===== src/rtl/fetch_pkg.sv =====
// Shared types and defaults for the instruction-fetch controller.
package fetch_pkg;

  typedef enum logic [1:0] {IDLE, RUN, FLUSH, HALT} state_t;

  localparam int          INSTR_WIDTH        = 32;
  localparam int          DEFAULT_ADDR_WIDTH = 32;
  localparam logic [31:0] DEFAULT_RESET_PC   = 32'h0;

  function automatic logic word_aligned(input logic [1:0] lo);
    return lo == 2'b00;
  endfunction

endpackage


===== src/rtl/fetch_if.sv =====
// Fetch bus: instruction-memory request/response plus the decode-side output port.
interface fetch_if #(
  parameter int ADDR_WIDTH = 32
);
  import fetch_pkg::*;

  logic                   imem_req_valid;
  logic [ADDR_WIDTH-1:0]  imem_req_addr;
  logic                   imem_req_ready;
  logic                   imem_rsp_valid;
  logic [INSTR_WIDTH-1:0] imem_rsp_data;
  logic                   out_valid;
  logic [ADDR_WIDTH-1:0]  out_pc;
  logic [INSTR_WIDTH-1:0] out_instr;
  logic                   out_ready;

  modport master (
    output imem_req_valid, imem_req_addr, out_valid, out_pc, out_instr,
    input  imem_req_ready, imem_rsp_valid, imem_rsp_data, out_ready
  );

  modport slave (
    input  imem_req_valid, imem_req_addr, out_valid, out_pc, out_instr,
    output imem_req_ready, imem_rsp_valid, imem_rsp_data, out_ready
  );

endinterface


===== src/rtl/fetch_buf.sv =====
// Small synchronous FIFO with flush; push and pop may coincide even when full.
module fetch_buf #(
  parameter int W     = 64,
  parameter int DEPTH = 2
) (
  input  logic                   clk,
  input  logic                   rst,
  input  logic                   flush,
  input  logic                   push,
  input  logic [W-1:0]           push_data,
  input  logic                   pop,
  output logic [W-1:0]           head,
  output logic [$clog2(DEPTH):0] count
);
  localparam int PW = $clog2(DEPTH);

  logic [DEPTH-1:0][W-1:0] mem;
  logic [PW-1:0]           wr_ptr, rd_ptr;
  logic                    full, do_push, do_pop;

  assign full    = count == (PW+1)'(DEPTH);
  assign do_pop  = pop && (count != '0);
  assign do_push = push && (!full || do_pop);
  assign head    = mem[rd_ptr];

  // storage is reset too so the head reads zero out of reset
  always_ff @(posedge clk or posedge rst) begin
    if (rst) begin
      mem    <= '0;
      wr_ptr <= '0;
      rd_ptr <= '0;
      count  <= '0;
    end else if (flush) begin
      wr_ptr <= '0;
      rd_ptr <= '0;
      count  <= '0;
    end else begin
      if (do_push) begin
        mem[wr_ptr] <= push_data;
        wr_ptr      <= wr_ptr + PW'(1);
      end
      if (do_pop) rd_ptr <= rd_ptr + PW'(1);
      count <= count + (PW+1)'(do_push) - (PW+1)'(do_pop);
    end
  end

  a_no_overflow: assert property (@(posedge clk) disable iff (rst)
    !(push && !flush && full && !do_pop));

endmodule


===== src/rtl/fetch_ctrl.sv =====
// Instruction-fetch controller: owns the fetch PC, issues word requests, buffers
// returned words for decode and handles redirect/trap with stale-response draining.
module fetch_ctrl
  import fetch_pkg::*;
#(
  parameter int                    ADDR_WIDTH = DEFAULT_ADDR_WIDTH,
  parameter logic [ADDR_WIDTH-1:0] RESET_PC   = ADDR_WIDTH'(DEFAULT_RESET_PC),
  parameter int                    BUF_DEPTH  = 2
) (
  input  logic                  clk,
  input  logic                  rst,
  input  logic                  redirect_valid,
  input  logic [ADDR_WIDTH-1:0] redirect_pc,
  input  logic                  trap_valid,
  input  logic [ADDR_WIDTH-1:0] trap_pc,
  output logic                  misaligned,
  fetch_if.master               bus
);
  localparam int CW = $clog2(BUF_DEPTH) + 1;
  typedef logic [CW-1:0] cnt_t;

  typedef struct packed {
    logic [ADDR_WIDTH-1:0]  pc;
    logic [INSTR_WIDTH-1:0] instr;
  } entry_t;

  state_t                state, state_n;
  logic [ADDR_WIDTH-1:0] fetch_pc, fetch_pc_n, tgt, rsp_pc;
  cnt_t                  inflight, count, stale_cnt, stale_n;
  logic                  hs, rsp_live, take_trap, take_redir, flush;
  entry_t                head, rsp_entry;

  assign hs         = bus.imem_req_valid && bus.imem_req_ready;
  assign take_trap  = trap_valid;
  assign take_redir = redirect_valid && !trap_valid && (state != HALT);
  assign flush      = take_trap || take_redir;
  assign tgt        = take_trap ? trap_pc : redirect_pc;
  assign rsp_live   = bus.imem_rsp_valid && (stale_cnt == '0) && !flush;

  // cap counts words in flight plus words parked, so the buffer can never overflow
  assign bus.imem_req_valid = (state == RUN) &&
    (({1'b0, inflight} + {1'b0, count}) < (CW+1)'(BUF_DEPTH));
  assign bus.imem_req_addr  = {fetch_pc[ADDR_WIDTH-1:2], 2'b00};

  assign bus.out_valid = count != '0;
  assign bus.out_pc    = head.pc;
  assign bus.out_instr = head.instr;
  assign rsp_entry     = '{pc: rsp_pc, instr: bus.imem_rsp_data};

  always_comb begin
    state_n    = state;
    fetch_pc_n = fetch_pc;
    stale_n    = stale_cnt;
    if (hs) fetch_pc_n = fetch_pc + ADDR_WIDTH'(4);
    if (bus.imem_rsp_valid && (stale_cnt != '0)) stale_n = stale_cnt - cnt_t'(1);
    case (state)
      IDLE:    state_n = RUN;
      FLUSH:   if (stale_cnt == '0) state_n = RUN;
      default: ;
    endcase
    // everything still owed by memory becomes stale; a same-cycle response is dropped
    if (flush) begin
      fetch_pc_n = tgt;
      stale_n    = stale_cnt + inflight + cnt_t'(hs) - cnt_t'(bus.imem_rsp_valid);
      state_n    = (stale_n != '0) ? FLUSH : RUN;
      if (take_redir && !word_aligned(redirect_pc[1:0])) state_n = HALT;
      if (take_trap && (state == HALT) && !word_aligned(trap_pc[1:0])) state_n = HALT;
    end
  end

  always_ff @(posedge clk or posedge rst) begin
    if (rst) state <= IDLE;
    else     state <= state_n;
  end

  always_ff @(posedge clk or posedge rst) begin
    if (rst) begin
      fetch_pc   <= RESET_PC;
      stale_cnt  <= '0;
      misaligned <= 1'b0;
    end else begin
      fetch_pc   <= fetch_pc_n;
      stale_cnt  <= stale_n;
      misaligned <= state_n == HALT;
    end
  end

  // request-PC side queue; its occupancy is the current-epoch in-flight count
  fetch_buf #(.W(ADDR_WIDTH), .DEPTH(BUF_DEPTH)) u_pcq (
    .clk       (clk),
    .rst       (rst),
    .flush     (flush),
    .push      (hs),
    .push_data (bus.imem_req_addr),
    .pop       (rsp_live),
    .head      (rsp_pc),
    .count     (inflight)
  );

  fetch_buf #(.W($bits(entry_t)), .DEPTH(BUF_DEPTH)) u_ibuf (
    .clk       (clk),
    .rst       (rst),
    .flush     (flush),
    .push      (rsp_live),
    .push_data (rsp_entry),
    .pop       (bus.out_ready),
    .head      (head),
    .count     (count)
  );

endmodule

===== src/flat_wrapper.sv =====
// flat-port wrapper written by rule: the top's interface ports become plain ports
module fetch_ctrl_flat import fetch_pkg::*;
#(
  parameter int                    ADDR_WIDTH = DEFAULT_ADDR_WIDTH,
  parameter logic [ADDR_WIDTH-1:0] RESET_PC   = ADDR_WIDTH'(DEFAULT_RESET_PC),
  parameter int                    BUF_DEPTH  = 2
)
  (clk, rst, redirect_valid, redirect_pc, trap_valid, trap_pc, misaligned, bus_imem_req_valid, bus_imem_req_addr, bus_out_valid, bus_out_pc, bus_out_instr, bus_imem_req_ready, bus_imem_rsp_valid, bus_imem_rsp_data, bus_out_ready);
  fetch_if #(.ADDR_WIDTH(ADDR_WIDTH)) bus_i ();
  input  logic clk;
  input  logic rst;
  input  logic redirect_valid;
  input  logic [ADDR_WIDTH-1:0] redirect_pc;
  input  logic trap_valid;
  input  logic [ADDR_WIDTH-1:0] trap_pc;
  output logic misaligned;
  output wire logic [$bits(bus_i.imem_req_valid)-1:0] bus_imem_req_valid;
  output wire logic [$bits(bus_i.imem_req_addr)-1:0] bus_imem_req_addr;
  output wire logic [$bits(bus_i.out_valid)-1:0] bus_out_valid;
  output wire logic [$bits(bus_i.out_pc)-1:0] bus_out_pc;
  output wire logic [$bits(bus_i.out_instr)-1:0] bus_out_instr;
  input wire logic [$bits(bus_i.imem_req_ready)-1:0] bus_imem_req_ready;
  input wire logic [$bits(bus_i.imem_rsp_valid)-1:0] bus_imem_rsp_valid;
  input wire logic [$bits(bus_i.imem_rsp_data)-1:0] bus_imem_rsp_data;
  input wire logic [$bits(bus_i.out_ready)-1:0] bus_out_ready;
  assign bus_imem_req_valid = bus_i.imem_req_valid;
  assign bus_imem_req_addr = bus_i.imem_req_addr;
  assign bus_out_valid = bus_i.out_valid;
  assign bus_out_pc = bus_i.out_pc;
  assign bus_out_instr = bus_i.out_instr;
  assign bus_i.imem_req_ready = bus_imem_req_ready;
  assign bus_i.imem_rsp_valid = bus_imem_rsp_valid;
  assign bus_i.imem_rsp_data = bus_imem_rsp_data;
  assign bus_i.out_ready = bus_out_ready;
  fetch_ctrl #(.ADDR_WIDTH(ADDR_WIDTH), .RESET_PC(RESET_PC), .BUF_DEPTH(BUF_DEPTH)) u_core (.clk(clk), .rst(rst), .redirect_valid(redirect_valid), .redirect_pc(redirect_pc), .trap_valid(trap_valid), .trap_pc(trap_pc), .misaligned(misaligned), .bus(bus_i));
endmodule

===== config.mk =====
export PLATFORM = sky130hd
export DESIGN_NAME = fetch_ctrl_flat
export DESIGN_NICKNAME = d
export VERILOG_FILES = /design/src/rtl/fetch_pkg.sv /design/src/rtl/fetch_if.sv /design/src/rtl/fetch_buf.sv /design/src/rtl/fetch_ctrl.sv /design/src/flat_wrapper.sv
export SDC_FILE = /design/constraint.sdc
export NUM_CORES = 1
export LEC_CHECK = 0
export ABC_AREA = 0
export BUFFER_PORTS_ARGS = -buffer_cell sky130_fd_sc_hd__buf_2
export CAP_MARGIN = 30
export CORE_AREA = 2 2 160 162
export DETAILED_ROUTE_END_ITERATION = 8
export DIE_AREA = 0 0 162 164
export PLACE_DENSITY_LB_ADDON = 0.08
export SYNTH_ARGS = -nofsm -noshare
export SYNTH_HDL_FRONTEND = slang
export SYNTH_SLANG_ARGS = --single-unit

===== constraint.sdc =====
create_clock -name clk -period 17.6 [get_ports clk]
set_input_delay 0.88 -clock clk [delete_from_list [all_inputs] [get_ports clk]]
set_output_delay 0.88 -clock clk [all_outputs]
set_load 0.02 [all_outputs]

# Word-level counts from Yosys, hierarchy flattened
# Index checks and enable logic that the tools add are counted.
# totals
regBits,237
input_bits,103
# classes
n_reduce_logical,41
n_addsub,14
eq_ne,7
n_lt_le_gt_ge,7
muxes,31
bitwise_logic,1
# ops
operator,count
32-bit 2-to-1 mux,6
64-bit 2-to-1 mux,3
128-bit bitwise mux,1
64-bit bitwise mux,1
64-bit demux with 1-bit select,1
"32-bit by 3-bit adder with 32-bit output, second input constant",1
32-bit demux with 1-bit select,1
2-bit nonzero test,10
2-bit 2-to-1 mux,9
1-bit logical AND,16
"2-bit == test, second input constant",5
2-bit zero test,4
"1-bit by 2-bit < comparator with 1-bit output, second input constant",4
1-bit 2-to-1 mux,8
2-bit by 1-bit adder with 2-bit output,3
1-bit zero test,6
2-bit by 1-bit subtractor with 2-bit output,3
"1-bit adder, second input constant",4
2-bit case mux with 2 select lines,1
2-bit AND reduction,2
2-bit by 2-bit adder with 3-bit output,1
1-bit logical OR,3
"3-bit by 2-bit < comparator with 1-bit output, second input constant",1
2-bit adder,1
other kinds (5),6

# Depth between registers and ports, before layout
# logic_depth
depth_word,12
mapped_depth,15
depth_no_buf,13

# Modules after synthesis
# A second synthesis with hierarchy kept.
# unflattened
cells_unflattened,835
hier_area_um2,11563.6
# by_module_without_submodules
mod,area_per_inst_um2,instances,cells_per_inst,seq_area_each_um2
fetch_buf at u_core.u_ibuf,5973.2,1,364,3303.2
fetch_buf at u_core.u_pcq,3100.5,1,194,1701.6
fetch_ctrl,2489.9,1,277,875.8

# Worst setup path after synthesis
# OpenSTA, ideal clock, no wires.
# synth_timing
path_type,register to register
from,register u_core.u_pcq.count[0]
to,register u_core.state[0]
synth_period_minus_slack_ps,3437
t_arrival_ps,3351
required_ps,17514
path_buffers,2
path_stages_with_launch,16
path_slack_ps,14163
path_cell_list,dfrtp_1 and2_1 fa_1 nor4b_4 and2_1 buf_4 inv_2 buf_2 ha_1 inv_1 fa_1 xor2_1 xnor2_1 nor2_1 inv_1 a32oi_1
# synth_between
elab_chain_len,11
word_cells_on_any_way,12
classes_between,add/sub: 4; order compare: 1; mux: 4; reduce/logical: 3
# synth_rtl
element,line_no,text
from (decl),fetch_buf.sv:13,output logic [$clog2(DEPTH):0] count
from (signal assigned),fetch_buf.sv:43,count <= count + (PW+1)'(do_push) - (PW+1)'(do_pop);
2-bit by 2-bit adder with 3-bit output,fetch_ctrl.sv:42,"(({1'b0, inflight} + {1'b0, count}) < (CW+1)'(BUF_DEPTH));"
3-bit by 2-bit < comparator with 1-bit output,fetch_ctrl.sv:42,
1-bit logical AND,fetch_ctrl.sv:41,assign bus.imem_req_valid = (state == RUN) &&
named net bus_imem_req_valid,flat_wrapper.sv:17,output wire logic [$bits(bus_i.imem_req_valid)-1:0] bus_imem_req_valid;
1-bit logical AND,fetch_ctrl.sv:33,assign hs = bus.imem_req_valid && bus.imem_req_ready;
2-bit by 1-bit adder with 2-bit output,fetch_ctrl.sv:64,stale_n = stale_cnt + inflight + cnt_t'(hs) - cnt_t'(bus.imem_rsp_valid);
2-bit by 1-bit subtractor with 2-bit output,fetch_ctrl.sv:64,
2-bit nonzero test,fetch_ctrl.sv:65,state_n = (stale_n != '0) ? FLUSH : RUN;
2-bit 2-to-1 mux,fetch_ctrl.sv:65,
2-bit 2-to-1 mux,fetch_ctrl.sv:66,if (take_redir && !word_aligned(redirect_pc[1:0])) state_n = HALT;
2-bit 2-to-1 mux,fetch_ctrl.sv:67,if (take_trap && (state == HALT) && !word_aligned(trap_pc[1:0])) state_n = HALT;
2-bit 2-to-1 mux,fetch_ctrl.sv:62,if (flush) begin
named net u_core.state_n[0],fetch_ctrl.sv:27,"state_t state, state_n;"
to (signal assigned),fetch_ctrl.sv:73,else state <= state_n;
to (decl),fetch_ctrl.sv:27,
# The timed path passes the listed nets, and every way through them passes these cells.
# A chain may end at the register's enable or synchronous reset.

# Final worst setup path
# layout_timing
from,register u_core.u_pcq.count[0]
to,register u_core.state[0]
# layout_between
elab_chain_len,11
word_cells_on_any_way,12
classes_between,add/sub: 4; order compare: 1; mux: 4; reduce/logical: 3
# layout_rtl
element,line_no
2-bit by 2-bit adder with 3-bit output,fetch_ctrl.sv:42
3-bit by 2-bit < comparator with 1-bit output,fetch_ctrl.sv:42
1-bit logical AND,fetch_ctrl.sv:41
1-bit logical AND,fetch_ctrl.sv:33
2-bit by 1-bit adder with 2-bit output *,fetch_ctrl.sv:64
2-bit by 1-bit subtractor with 2-bit output *,fetch_ctrl.sv:64
2-bit nonzero test *,fetch_ctrl.sv:65
2-bit 2-to-1 mux *,fetch_ctrl.sv:65
2-bit 2-to-1 mux *,fetch_ctrl.sv:66
2-bit 2-to-1 mux *,fetch_ctrl.sv:67
2-bit 2-to-1 mux *,fetch_ctrl.sv:62
named net u_core.state_n[0],fetch_ctrl.sv:27
# Mark *: on every way through the listed nets, which the timed path passes. The rest lies on a longest branch.

==> impl_metrics.yaml <==
layout:
  diodes: 0
  drive_gt1_share_pct: 50.4
  final_common_cell: "mux2_2"
  area_growth_pct: 19.1
  regArea_um2: 5680
  multi_input_area_um2: 5020
  layout_common_cells: "mux2_2, dfrtp_1, buf_2, nand2_1, mux2_4"
  fin_nets: 1154
  fill_cells: 2198
critical_path:
  critPathSlowestCell: "fa_1"
  path_delay_family: "simple AND/OR/NAND/NOR gates"
  cp.required_ns: 18.05
  slowest_delay_ns: 0.48
  path_max_fanout: 14
  crit_chain: "and2_1 > fa_1 > nor4b_4 > and2_1 > inv_2 > ha_1 > inv_1 > fa_1 > xor2_1 > xnor2_1 > nor2_1 > inv_1 > a32oi_1"
  cp_num_buf_inv: 3
  crit_type: "reg2reg"
  critPathArrivalTime_ns: 4.19
  start_kind: "register"
  cp-end-kind: "register"
yosys:
  synth_cells: 854
  synth.cell_area_um2: 11000
  yosysSeqAreaShare_pct: 51.6
  ys_warn_count: 0
  synthFlopType: "dfrtp_1"
  synth_cell_types: 61
  syn_avg_cell_area_um2: 12.9
  async_reset_ff_share_pct: 100
  synth_seq_cells: 227
  synth-edff-count: 0
detailed_routing:
  dr.pass1.iters: 4
  routedWlPerCell_um: 19.3
  post-route-drc-count: 0
  postRouteAntennaNets: 0
  drt_wl_total_um: 26800
  avgViaCountPerCell: 5.35
  vias: 7421
  drtIter0Drc: 512
placed_design:
  place_hpwl_um: 17500
  port_buffers: 197
  place_ws_ns: 13.70
  gp_congestion: 0.818
clocking:
  path_clk_slew_ns: 0.06
  htreeDepth: 1
  cts_resized: 0
  clk_latency_ns: 0.53
  hold_buffers: 0
  clock_tree.root_cell: "clkbuf_16"
  post-cts-setup-buffers: 0
  clock_path_buffers: 3
  cts_buffers: 26
  clock-sinks: 227
  cts_tree: "yes"
timing:
  finalCritPeriodShare_pct: 21.3
  drv_slew: 0
  period_minus_slack_ns: 3.74
  finClkSkew_ns: 0.0231
  setup_slack_ns: 13.86
  rsz0062_at_grt: "no"
  hold_violations: 0
  worst_slew_pin_slew_ns: 0.964
  fmax_mhz: 267
  setup_viol: 0
  finalSetupTns_ns: 0
  slew_headroom_pct: 35.7
floorplan:
  chipWidth_um: 162
  die_h_um: 164
  pin_count: 202
  die-area_um2: 26600
  core-area_um2: 24800
  fp-row-count: 58
  start_util_pct: 44.4
grt:
  grt_pass1_wl_um: 42900
  antenna_found_initial: 1
  grt_pass1_vias: 7655
  grtUsageTotal_pct: 20.4
  overflow: 0
  grt_max_degree: 102
run_status:
  outcome: "complete, no violations"
power:
  p_leak_nw: 6.48
  vdd_drop_max_mv: 0.0726
  p_per_area_nw_per_um2: 149
job:
  cap_violations: 0
hold_path:
  hold_class: "reg2reg"
logic make-up after synthesis:
group / synth area share [%]
flops: 51.6
mux: 29.1
fa+ha+maj: 1.16
xor+xnor: 1.67
other cells: 0.0341
compound gates: 5.96
simple gates: 7.28
buf+inv: 3.22
worst paths after layout:
kind	start	to	slack, ns	cells after the start
setup / recovery	u_core.u_pcq.count[0]$_DFF_PP0_	u_core.state[0]$_DFF_PP0_	13.86	13
hold / removal	u_core.u_pcq.mem[36]$_DFFE_PP0P_	u_core.u_pcq.mem[36]$_DFFE_PP0P_	0.48	2
setup reg to reg	u_core.u_pcq.count[0]$_DFF_PP0_	u_core.state[0]$_DFF_PP0_	13.86	13
hold reg to reg	u_core.u_pcq.mem[36]$_DFFE_PP0P_	u_core.u_pcq.mem[36]$_DFFE_PP0P_	0.48	2
max in group asynchronous	rst	u_core.u_pcq.mem[62]$_DFFE_PP0P_	15.83	3
min in group asynchronous	rst	u_core.u_ibuf.mem[84]$_DFFE_PP0P_	0.51	2
cells in the mapped netlist, drive strengths merged, types with 4 or more instances:
library cell,instances,area (µm²)
mux2,271,3160
dfrtp,227,5680
nand2,45,169
buf,32,196
nor2,26,97.6
inv,22,82.6
o21ai,22,114
clkbuf,20,75.1
nor3,18,100
a21oi,16,80.1
xnor2,16,140
nor2b,12,75.1
nand4,10,62.6
a211oi,9,67.6
and2,8,50.1
nand3,8,40.0
ha,7,87.6
o31ai,7,52.6
a221oi,5,43.8
and3,5,31.3
nor4,5,37.5
xor2,5,43.8
a22oi,4,30.0
and4,4,35.0
mux2i,4,40.0
o21a,4,30.0
or3,4,30.0
worst register-to-register path, cell delays in order (launching register included):
cell     delay, ns
dfrtp_1       0.44
and2_1        0.19
fa_1          0.48
nor4b_4       0.45
and2_1        0.44
inv_2         0.24
ha_1          0.34
inv_1         0.05
fa_1          0.37
xor2_1        0.17
xnor2_1       0.15
nor2_1        0.16
inv_1         0.05
a32oi_1       0.15
power by group:
part / internal [mW] / switching [mW] / leakage [nW]
clock: 0.303 / 0.208 / 0.393
sequential: 0.685 / 0.111 / 2.97
combinational: 0.326 / 0.326 / 3.11
metrics by stage:
step	area, µm²	hold WS [ns]	instances	power, mW	util, %
2_1_floorplan	11000	0.444	857	1.26	-
5_1_grt	13100	0.510	1387	2.08	52.9
6_report	13100	0.481	1387	1.96	52.9
3_3_place_gp	12300	0.463	1342	1.45	49.4
4_1_cts	13100	0.483	1386	1.98	52.8
3_5_place_dp	12300	0.473	1343	1.46	49.5
metal layers:
| metal | routed length, µm | up-vias | part of all wire (%) | GRT usage [%] |
|---|---|---|---|---|
| li1 | - | 3451 | - | - |
| met1 | 12200 | 3706 | 46 | 28.7 |
| met2 | 12500 | 234 | 47 | 33.3 |
| met3 | 1690 | 28 | 6.3 | 3.69 |
| met4 | 359 | 2 | 1.3 | 4.38 |
| met5 | 13 | - | 0.049 | 0 |
flip-flops by register name, indices dropped and copies added, names as in the netlist:
name / cells
u_core.u_ibuf.mem: 124
u_core.u_pcq.mem: 60
u_core.fetch_pc: 30
u_core.stale_cnt: 2
u_core.state: 2
u_core.u_ibuf.count: 2
u_core.u_pcq.count: 2
u_core.misaligned: 1
u_core.u_ibuf.rd_ptr: 1
u_core.u_ibuf.wr_ptr: 1
u_core.u_pcq.rd_ptr: 1
u_core.u_pcq.wr_ptr: 1
final cells by class:
type                            instances  share of cell area [%]
Sequential cell                       227                    43.3
Multi-Input combinational cell        556                    38.3
Timing Repair Buffer                  209                    8.51
Clock buffer                           41                    6.01
Tap cell                              330                    3.15
Inverter                               22                   0.687
Clock inverter                          2                  0.0763
Power figures use the tool's default switching activity.
